File: config.mk
export PLATFORM = sky130hd
export DESIGN_NAME = fifo_uart_tx
export DESIGN_NICKNAME = d
export VERILOG_FILES = /design/src/rtl/fifo_uart_pkg.sv /design/src/rtl/uart_baud_cnt.sv /design/src/rtl/fifo_uart_tx.sv
export SDC_FILE = /design/constraint.sdc
export NUM_CORES = 1
export LEC_CHECK = 0
export CAP_MARGIN = 20
export CORE_MARGIN = 2
export CORE_UTILIZATION = 50
export DETAILED_ROUTE_END_ITERATION = 10
export GPL_TIMING_DRIVEN = 0
export PLACE_DENSITY = 0.87
export SLEW_MARGIN = 10
export SYNTH_ARGS = -nofsm -noshare
export SYNTH_HDL_FRONTEND = slang
export SYNTH_HIERARCHICAL = 1
export SYNTH_SLANG_ARGS = --single-unit
File: constraint.sdc
create_clock -name sclk -period 2.5 [get_ports sclk]
set_clock_uncertainty 0.05 [all_clocks]
set_input_delay 0.625 -clock sclk [delete_from_list [all_inputs] [get_ports sclk]]
set_output_delay 0.625 -clock sclk [all_outputs]
set_load 0.02 [all_outputs]
File: src/rtl/fifo_uart_pkg.sv
// Shared types and helpers for the FIFO-fed UART transmitter.
// Optional parity state is present only when FIFO_UART_TX_PARITY_EN is defined.
package fifo_uart_pkg;

    localparam logic IDLE_LEVEL = 1'b1;

    typedef enum logic [2:0] {
        IDLE,
        RD,
        LATCH,
        START,
        DATA,
`ifdef FIFO_UART_TX_PARITY_EN
        PARITY,
`endif
        STOP
    } state_t;

    function automatic int calc_baud_div(input int clk_freq, input int baud);
        return clk_freq / baud;
    endfunction

    function automatic int calc_cnt_width(input int baud_div);
        return (baud_div > 1) ? $clog2(baud_div) : 1;
    endfunction

endpackage

File: src/rtl/uart_baud_cnt.sv
// Bit-period counter: counts 0..BAUD_DIV-1 while enabled and flags the terminal count.
module uart_baud_cnt
    import fifo_uart_pkg::*;
#(
    parameter int BAUD_DIV = 434
) (
    input  logic sclk,
    input  logic rst_n,
    input  logic en,
    input  logic clr,
    output logic tick
);

    localparam int CW = calc_cnt_width(BAUD_DIV);
    localparam logic [CW-1:0] TERMINAL = CW'(BAUD_DIV - 1);

    logic [CW-1:0] cnt_reg;

    assign tick = en && (cnt_reg == TERMINAL);

    always_ff @(posedge sclk or negedge rst_n) begin
        if (!rst_n) begin
            cnt_reg <= '0;
        end else if (clr) begin
            cnt_reg <= '0;
        end else if (en) begin
            cnt_reg <= tick ? '0 : cnt_reg + 1'b1;
        end
    end

endmodule

File: src/rtl/fifo_uart_tx.sv
// Drains bytes from the sync FIFO and sends them 8N1, LSB first, on a flop-driven tx line.
// Define FIFO_UART_TX_PARITY_EN to insert an even-parity bit between data and stop.
module fifo_uart_tx
    import fifo_uart_pkg::*;
#(
    parameter int CLK_FREQ = 50_000_000,
    parameter int BAUD     = 115200
) (
    input  logic       sclk,
    input  logic       rst_n,
    input  logic       tx_en,
    input  logic       fifo_empty,
    input  logic [7:0] fifo_dout,
    output logic       fifo_rd,
    output logic       tx,
    output logic       busy,
    output logic       tx_done
);

    localparam int BAUD_DIV = calc_baud_div(CLK_FREQ, BAUD);

    if (BAUD_DIV < 4) begin : g_baud_div_check
        $error("fifo_uart_tx: CLK_FREQ/BAUD must be at least 4");
    end

    state_t     state_reg, state_next;
    logic [7:0] shift_reg, shift_next;
    logic [2:0] bit_cnt_reg, bit_cnt_next;
    logic       tx_reg, tx_next;
    logic       rd_reg, rd_next;
    logic       busy_reg, busy_next;
    logic       done_reg, done_next;
`ifdef FIFO_UART_TX_PARITY_EN
    logic       parity_reg, parity_next;
`endif
    logic       baud_en, baud_tick;

    // The bit timer only runs once the start bit is on the line.
    assign baud_en = (state_reg != IDLE) && (state_reg != RD) && (state_reg != LATCH);

    uart_baud_cnt #(
        .BAUD_DIV(BAUD_DIV)
    ) u_baud_cnt (
        .sclk (sclk),
        .rst_n(rst_n),
        .en   (baud_en),
        .clr  (!baud_en),
        .tick (baud_tick)
    );

    always_comb begin
        state_next   = state_reg;
        shift_next   = shift_reg;
        bit_cnt_next = bit_cnt_reg;
        tx_next      = tx_reg;
        rd_next      = 1'b0;
        busy_next    = busy_reg;
        done_next    = 1'b0;
`ifdef FIFO_UART_TX_PARITY_EN
        parity_next  = parity_reg;
`endif
        case (state_reg)
            IDLE: begin
                tx_next = IDLE_LEVEL;
                if (tx_en && !fifo_empty) begin
                    rd_next    = 1'b1;
                    busy_next  = 1'b1;
                    state_next = RD;
                end
            end
            RD: state_next = LATCH;
            LATCH: begin
                shift_next   = fifo_dout;
                tx_next      = 1'b0;
                bit_cnt_next = 3'd0;
`ifdef FIFO_UART_TX_PARITY_EN
                parity_next  = ^fifo_dout;
`endif
                state_next   = START;
            end
            START: begin
                if (baud_tick) begin
                    tx_next    = shift_reg[0];
                    state_next = DATA;
                end
            end
            DATA: begin
                if (baud_tick) begin
                    shift_next   = shift_reg >> 1;
                    bit_cnt_next = bit_cnt_reg + 3'd1;
                    if (bit_cnt_reg == 3'd7) begin
`ifdef FIFO_UART_TX_PARITY_EN
                        tx_next    = parity_reg;
                        state_next = PARITY;
`else
                        tx_next    = IDLE_LEVEL;
                        state_next = STOP;
`endif
                    end else begin
                        // shift_reg[0] is the bit currently on the line.
                        tx_next = shift_reg[1];
                    end
                end
            end
`ifdef FIFO_UART_TX_PARITY_EN
            PARITY: begin
                if (baud_tick) begin
                    tx_next    = IDLE_LEVEL;
                    state_next = STOP;
                end
            end
`endif
            STOP: begin
                tx_next = IDLE_LEVEL;
                if (baud_tick) begin
                    done_next  = 1'b1;
                    busy_next  = 1'b0;
                    state_next = IDLE;
                end
            end
            default: state_next = IDLE;
        endcase
    end

    always_ff @(posedge sclk or negedge rst_n) begin
        if (!rst_n) begin
            state_reg   <= IDLE;
            shift_reg   <= '0;
            bit_cnt_reg <= '0;
            tx_reg      <= IDLE_LEVEL;
            rd_reg      <= 1'b0;
            busy_reg    <= 1'b0;
            done_reg    <= 1'b0;
`ifdef FIFO_UART_TX_PARITY_EN
            parity_reg  <= 1'b0;
`endif
        end else begin
            state_reg   <= state_next;
            shift_reg   <= shift_next;
            bit_cnt_reg <= bit_cnt_next;
            tx_reg      <= tx_next;
            rd_reg      <= rd_next;
            busy_reg    <= busy_next;
            done_reg    <= done_next;
`ifdef FIFO_UART_TX_PARITY_EN
            parity_reg  <= parity_next;
`endif
        end
    end

    assign tx      = tx_reg;
    assign fifo_rd = rd_reg;
    assign busy    = busy_reg;
    assign tx_done = done_reg;

endmodule

Yosys cells after proc, flatten, opt, wreduce, memory -nomap -nowiden:

Index checks and enable logic that the tools add are counted.

* add/sub/neg operators: 2
* multiply operators: 0
* div/mod/pow operators: 0
* $lt $le $gt $ge: 0
* eq/ne operators: 14
* shift operators: 0
* mux-type cells: 23
* bitwise logic cells: 0
* reduce and logical (&&, ||, !) cells: 15

Operator list (number)
* 3-bit 2-to-1 mux: 6
* 9-bit 2-to-1 mux: 2
* 3-bit case mux with 6 select lines: 1
* 8-bit case mux with 2 select lines: 1
* 9-bit by 1-bit adder with 9-bit output, second input constant: 1
* 3-bit equality test, second input constant: 3
* 9-bit equality test, second input constant: 1
* 1-bit 2-to-1 mux: 9
* 8-bit 2-to-1 mux: 1
* 3-bit by 2-bit equality test with 1-bit output, second input constant: 2
* 2-bit by 1-bit inequality test with 1-bit output, second input constant: 3
* 3-bit case mux with 2 select lines: 1
* 3-bit AND reduction: 2
* 5-bit AND reduction: 1
* 1-bit logical AND: 4
* 2-bit inequality test, second input constant: 2
* 1-bit case mux with 4 select lines: 1
* 2-bit nonzero test: 2
* 4-bit nonzero test: 1
* 3-bit by 1-bit adder with 3-bit output, second input constant: 1
* 3-bit by 1-bit equality test with 1-bit output, second input constant: 1
* 3-bit logical NOT: 1
* 3-bit by 1-bit inequality test with 1-bit output, second input constant: 1
* 3-bit by 2-bit inequality test with 1-bit output, second input constant: 1
* 5 further kinds: 5

* register bits after elaboration: 27
* latch bits: 0
* RAM bits: 0
* memory bits (read-only): 0
* input port bits: 12
* output and inout port bits: 4
* word-level logic and storage cells: 62
* memories: 0

Logic depth before layout (Yosys ltp):

* word-level depth: 6
* gate-level depth with buffers: 9
* depth with buffers taken out: 7

Hierarchy:

The synthesis kept the hierarchy.

Modules (own cells, without submodules)
* fifo_uart_tx: instances 1, cells an instance 84, area each 929.6 µm², sequential area each 451.7 µm²
* uart_baud_cnt: instances 1, cells an instance 52, area each 518.0 µm², sequential area each 225.2 µm²

Worst setup path before layout:

OpenSTA, ideal clock, no wires.

* path kind: reg-to-reg
* start point: register state_reg[1]
* end point: register shift_reg[1]
* library setup time: 0.125 ns
* data arrival time: 2.323 ns
* required time: 2.325 ns
* path slack: 0.003 ns
* stages on the path, launching flop included: 9
* path buffers: 1
* period minus slack after synthesis: 2.497 ns
* cell sequence: dfrtp_1 -> clkbuf_1 -> a21oi_1 -> inv_1 -> nand4_1 -> nor3_2 -> nand3b_1 -> a21oi_2 -> mux2_2

* cells in the longest elaborated chain, start to end: 6
* elaborated cells on any way between the ends: 12
* those cells by class: 5 x eq/ne; 1 x mux; 6 x reduce/logical

Ends and longest elaborated chain
* from (decl): line fifo_uart_tx.sv:26 `state_t state_reg, state_next;`
* from (signal assigned): line fifo_uart_tx.sv:138 `state_reg <= state_next;`
* 3-bit by 1-bit inequality test with 1-bit output / 3-bit nonzero test (equally long branches): line fifo_uart_tx.sv:39 `assign baud_en = (state_reg != IDLE) && (state_reg != RD) && (state_reg != LATCH);`
* 1-bit logical AND: line fifo_uart_tx.sv:39
* 1-bit logical AND (*): line fifo_uart_tx.sv:39
* named net baud_en: line fifo_uart_tx.sv:36 `logic baud_en, baud_tick;`
* 1-bit logical AND (*): line uart_baud_cnt.sv:19 `assign tick = en && (cnt_reg == TERMINAL);`
* named net baud_tick: line fifo_uart_tx.sv:36
* 2-bit by 1-bit inequality test with 1-bit output (no line) (*)
* 2-bit AND reduction (no line) (*)
* to (signal assigned): line fifo_uart_tx.sv:139 `shift_reg <= shift_next;`
* to (decl): line fifo_uart_tx.sv:27 `logic [7:0] shift_reg, shift_next;`

Mark *: on every way through the listed nets, which the timed path passes. The rest lies on a longest branch.
A chain may end at the register's enable or synchronous reset.

Final worst setup path:

* start point: register state_reg[0]
* end point: register shift_reg[2]

The elaborated chain is that of the path after synthesis.

==> flow_metrics.py <==
metrics = {
    "outcome": {
        "status": "finished, final reports clean",
    },
    "synth": {
        "synth_edf_count": 0,
        "synth-seq-cells": 27,
        "synth.avg_cell_area_um2": 10.6,
        "netlist_instances": 136,
        "async_flop_share_pct": 100,
        "ys_types": 40,
        "netlist_area_um2": 1450,
        "yosysWarningCount": 6,
        "yosys_most_used_dff": "dfrtp_1",
        "synth_fp_nets": 152,
        "yosysSeqAreaShare_pct": 46.8,
    },
    "detailed_routing": {
        "drt-total-wl_um": 3040,
        "wl_per_cell_um": 15.9,
        "drt_first_pass_iters": 4,
        "drc": 0,
        "drt-initial-drc-count": 41,
        "vias_per_cell": 6.03,
        "route.vias.total": 1152,
        "ant_nets": 0,
    },
    "clock_network": {
        "clkLatencyLatePin_ps": 330,
        "cts_buffer_depth": 2,
        "cts_tree": "done",
        "cts_buffers": 3,
        "cts_sinks": 27,
        "hold_buffers": 0,
        "htreeDepth": 1,
        "cts_root_buf": "clkbuf_4",
        "cts.clk_slew.worst_paths_ps": 140,
    },
    "grt": {
        "grt_pass1_wl_um": 5120,
        "grt_pass1_vias": 1197,
        "antenna_found_initial": 0,
        "overflow": 0,
        "grt_util_all_layers_pct": 19.8,
        "grt_max_degree": 17,
    },
    "final_layout": {
        "fill_cells": 249,
        "stdcell_count": 191,
        "finalInstanceArea_um2": 1740,
        "largest_register_ffs": 9,
        "layout-drive-gt1-share_pct": 22.5,
        "layout.nets": 177,
        "antenna_cells": 0,
        "multiInputGateArea_um2": 734,
        "area_growth_pct": 20.0,
        "regArea_um2": 678,
    },
    "critical_path": {
        "crit_arrival_ps": 2570,
        "cp_max_fo": 10,
        "rrSetupSlack_ps": 110,
        "cp-start-kind": "register",
        "critPathCaptureType": "register",
        "crit_type": "register to register",
        "required_ps": 2690,
    },
    "hold_path": {
        "min-delay-path-class": "register to register",
    },
    "power_and_ir_drop": {
        "power.leakage_nw": 0.728,
        "power_density_nw_per_um2": 391,
        "irDropWorstVdd_uv": 360,
        "p_total_mw": 0.678,
    },
    "floorplanning": {
        "num_io_pins": 16,
        "rows": 19,
        "die_area_um2": 3340,
        "core_um2": 2760,
        "initial_core_util_pct": 52.5,
        "die_h_um": 57.8,
        "die_w_um": 57.8,
    },
    "sta": {
        "worstMarginPinSlew_ps": 804,
        "finalSetupViolCount": 0,
        "finalMaxSlewViolations": 0,
        "period_minus_slack_ps": 2390,
        "max-slew-margin-rel_pct": 46.2,
        "timing.fmax_mhz": 419,
        "fin_crit_sh_pct": 95.5,
        "setup_tns_ps": 0,
        "hold_violations": 0,
    },
    "place": {
        "dp_hpwl_um": 2130,
        "io_buffers": 15,
        "place.gp.congestion": 0.803,
        "dp_cells": 183,
        "postPlaceCellArea_um2": 1650,
    },
    "flow_run": {
        "drv_cap": 0,
    },
}
## cell usage after synthesis, types with 2 or more instances
master | instances | area, um2
o21ai_0 | 9 | 45.0
dfrtp_1 | 26 | 651
clkbuf_1 | 3 | 11.3
nor2_1 | 6 | 22.5
a21oi_2 | 2 | 17.5
a21oi_1 | 8 | 40.0
mux2i_1 | 4 | 40.0
nand3_1 | 5 | 25.0
nand2_1 | 9 | 33.8
nor2b_1 | 3 | 18.8
mux2_2 | 12 | 135
nor3b_1 | 2 | 15.0
or3_1 | 4 | 25.0
xor2_1 | 2 | 17.5
ha_1 | 4 | 50.1
o31ai_1 | 5 | 37.5
nand2b_1 | 2 | 12.5
inv_1 | 8 | 30.0
## per-stage QoR
step | util, % | hold WS (ps) | worst slack [ps]
finish | 63.0 | 446 | 111
global route | 63.0 | 477 | -16.6
CTS | 62.4 | 448 | 0.411
detailed placement | 59.9 | 429 | -479
global placement | 59.3 | 417 | -394
floorplan | - | 279 | 2.70
## layer usage
metal  global-route usage, %  share of wire, %  routed length (um)  vias to the layer above
met5                       0                 0                   0                        -
met4                    9.97               3.2                  97                        0
met3                    2.46               4.6                 141                       12
met2                    35.7                52                1600                       41
met1                    23.1                40                1210                      560
li1                        -                 -                   -                      539
## kinds of logic after synthesis
logic type      count (synthesis)  synth area share [%]
buf+inv                        13                  3.72
xor+xnor                        2                  1.21
flops                          27                  46.8
simple gates                   39                  15.2
compound gates                 35                  17.5
fa+ha+maj                       4                  3.46
mux                            16                  12.1
## worst max-delay path, cell delays in order, from the launching register on
cell and delay [ps]:
dfrtp_2 460, clkbuf_4 230, a21oi_2 120, inv_2 160, nand4_1 220, nor3_4 220, nand3b_1 150, a21oi_4 300
mux2_2 370
## placed cells by master (no fill, tap or decap), types with 3 or more instances in the layout
cell / instances
a21oi_1: 7
o31ai_1: 5
buf_4: 5
nor2_1: 6
mux2_2: 12
inv_1: 7
mux2i_1: 4
nor2b_1: 3
o21ai_0: 9
nand3_1: 5
or3_1: 4
dfrtp_1: 25
nand2_1: 9
clkdlybuf4s50_1: 15
clkbuf_4: 5
ha_1: 4
## where the power goes
group	switching [mW]	internal [mW]
Clock	0.129	0.0602
Sequential	0.00337	0.443
Combinational	0.0162	0.0259
## what timing repair did
action	4_1_cts	5_1_grt
pin swaps	3	2
endpoints found under the setup margin	17	16
setup buffers	3	1
cloned	0	0
gates resized for setup	7	5
## path summary, 6_finish.rpt
kind | startpoint | to | depth (start not counted)
max | state_reg[0]$_DFFE_PN0P_ | shift_reg[2]$_DFFE_PN0P_ | 8
max in group asynchronous | rst_n | u_baud_cnt/cnt_reg[2]$_DFFE_PN0P_ | 2
min in group asynchronous | rst_n | u_baud_cnt/cnt_reg[3]$_DFFE_PN0P_ | 1
min | bit_cnt_reg[0]$_DFFE_PN0P_ | bit_cnt_reg[0]$_DFFE_PN0P_ | 1
max reg2reg | state_reg[0]$_DFFE_PN0P_ | shift_reg[2]$_DFFE_PN0P_ | 8
min reg2reg | bit_cnt_reg[0]$_DFFE_PN0P_ | bit_cnt_reg[0]$_DFFE_PN0P_ | 1
## cell type report
| type | count | area share [%] |
|---|---|---|
| multi-input cells | 96 | 42.3 |
| flip-flops and latches | 27 | 39.0 |
| repair buffers | 20 | 11.2 |
| well taps | 31 | 2.23 |
| plain buffers | 5 | 1.87 |
| inverters | 8 | 1.73 |
| clock buffers | 3 | 1.30 |
| clock inverters | 1 | 0.288 |
(Power assumes the default switching activity.)
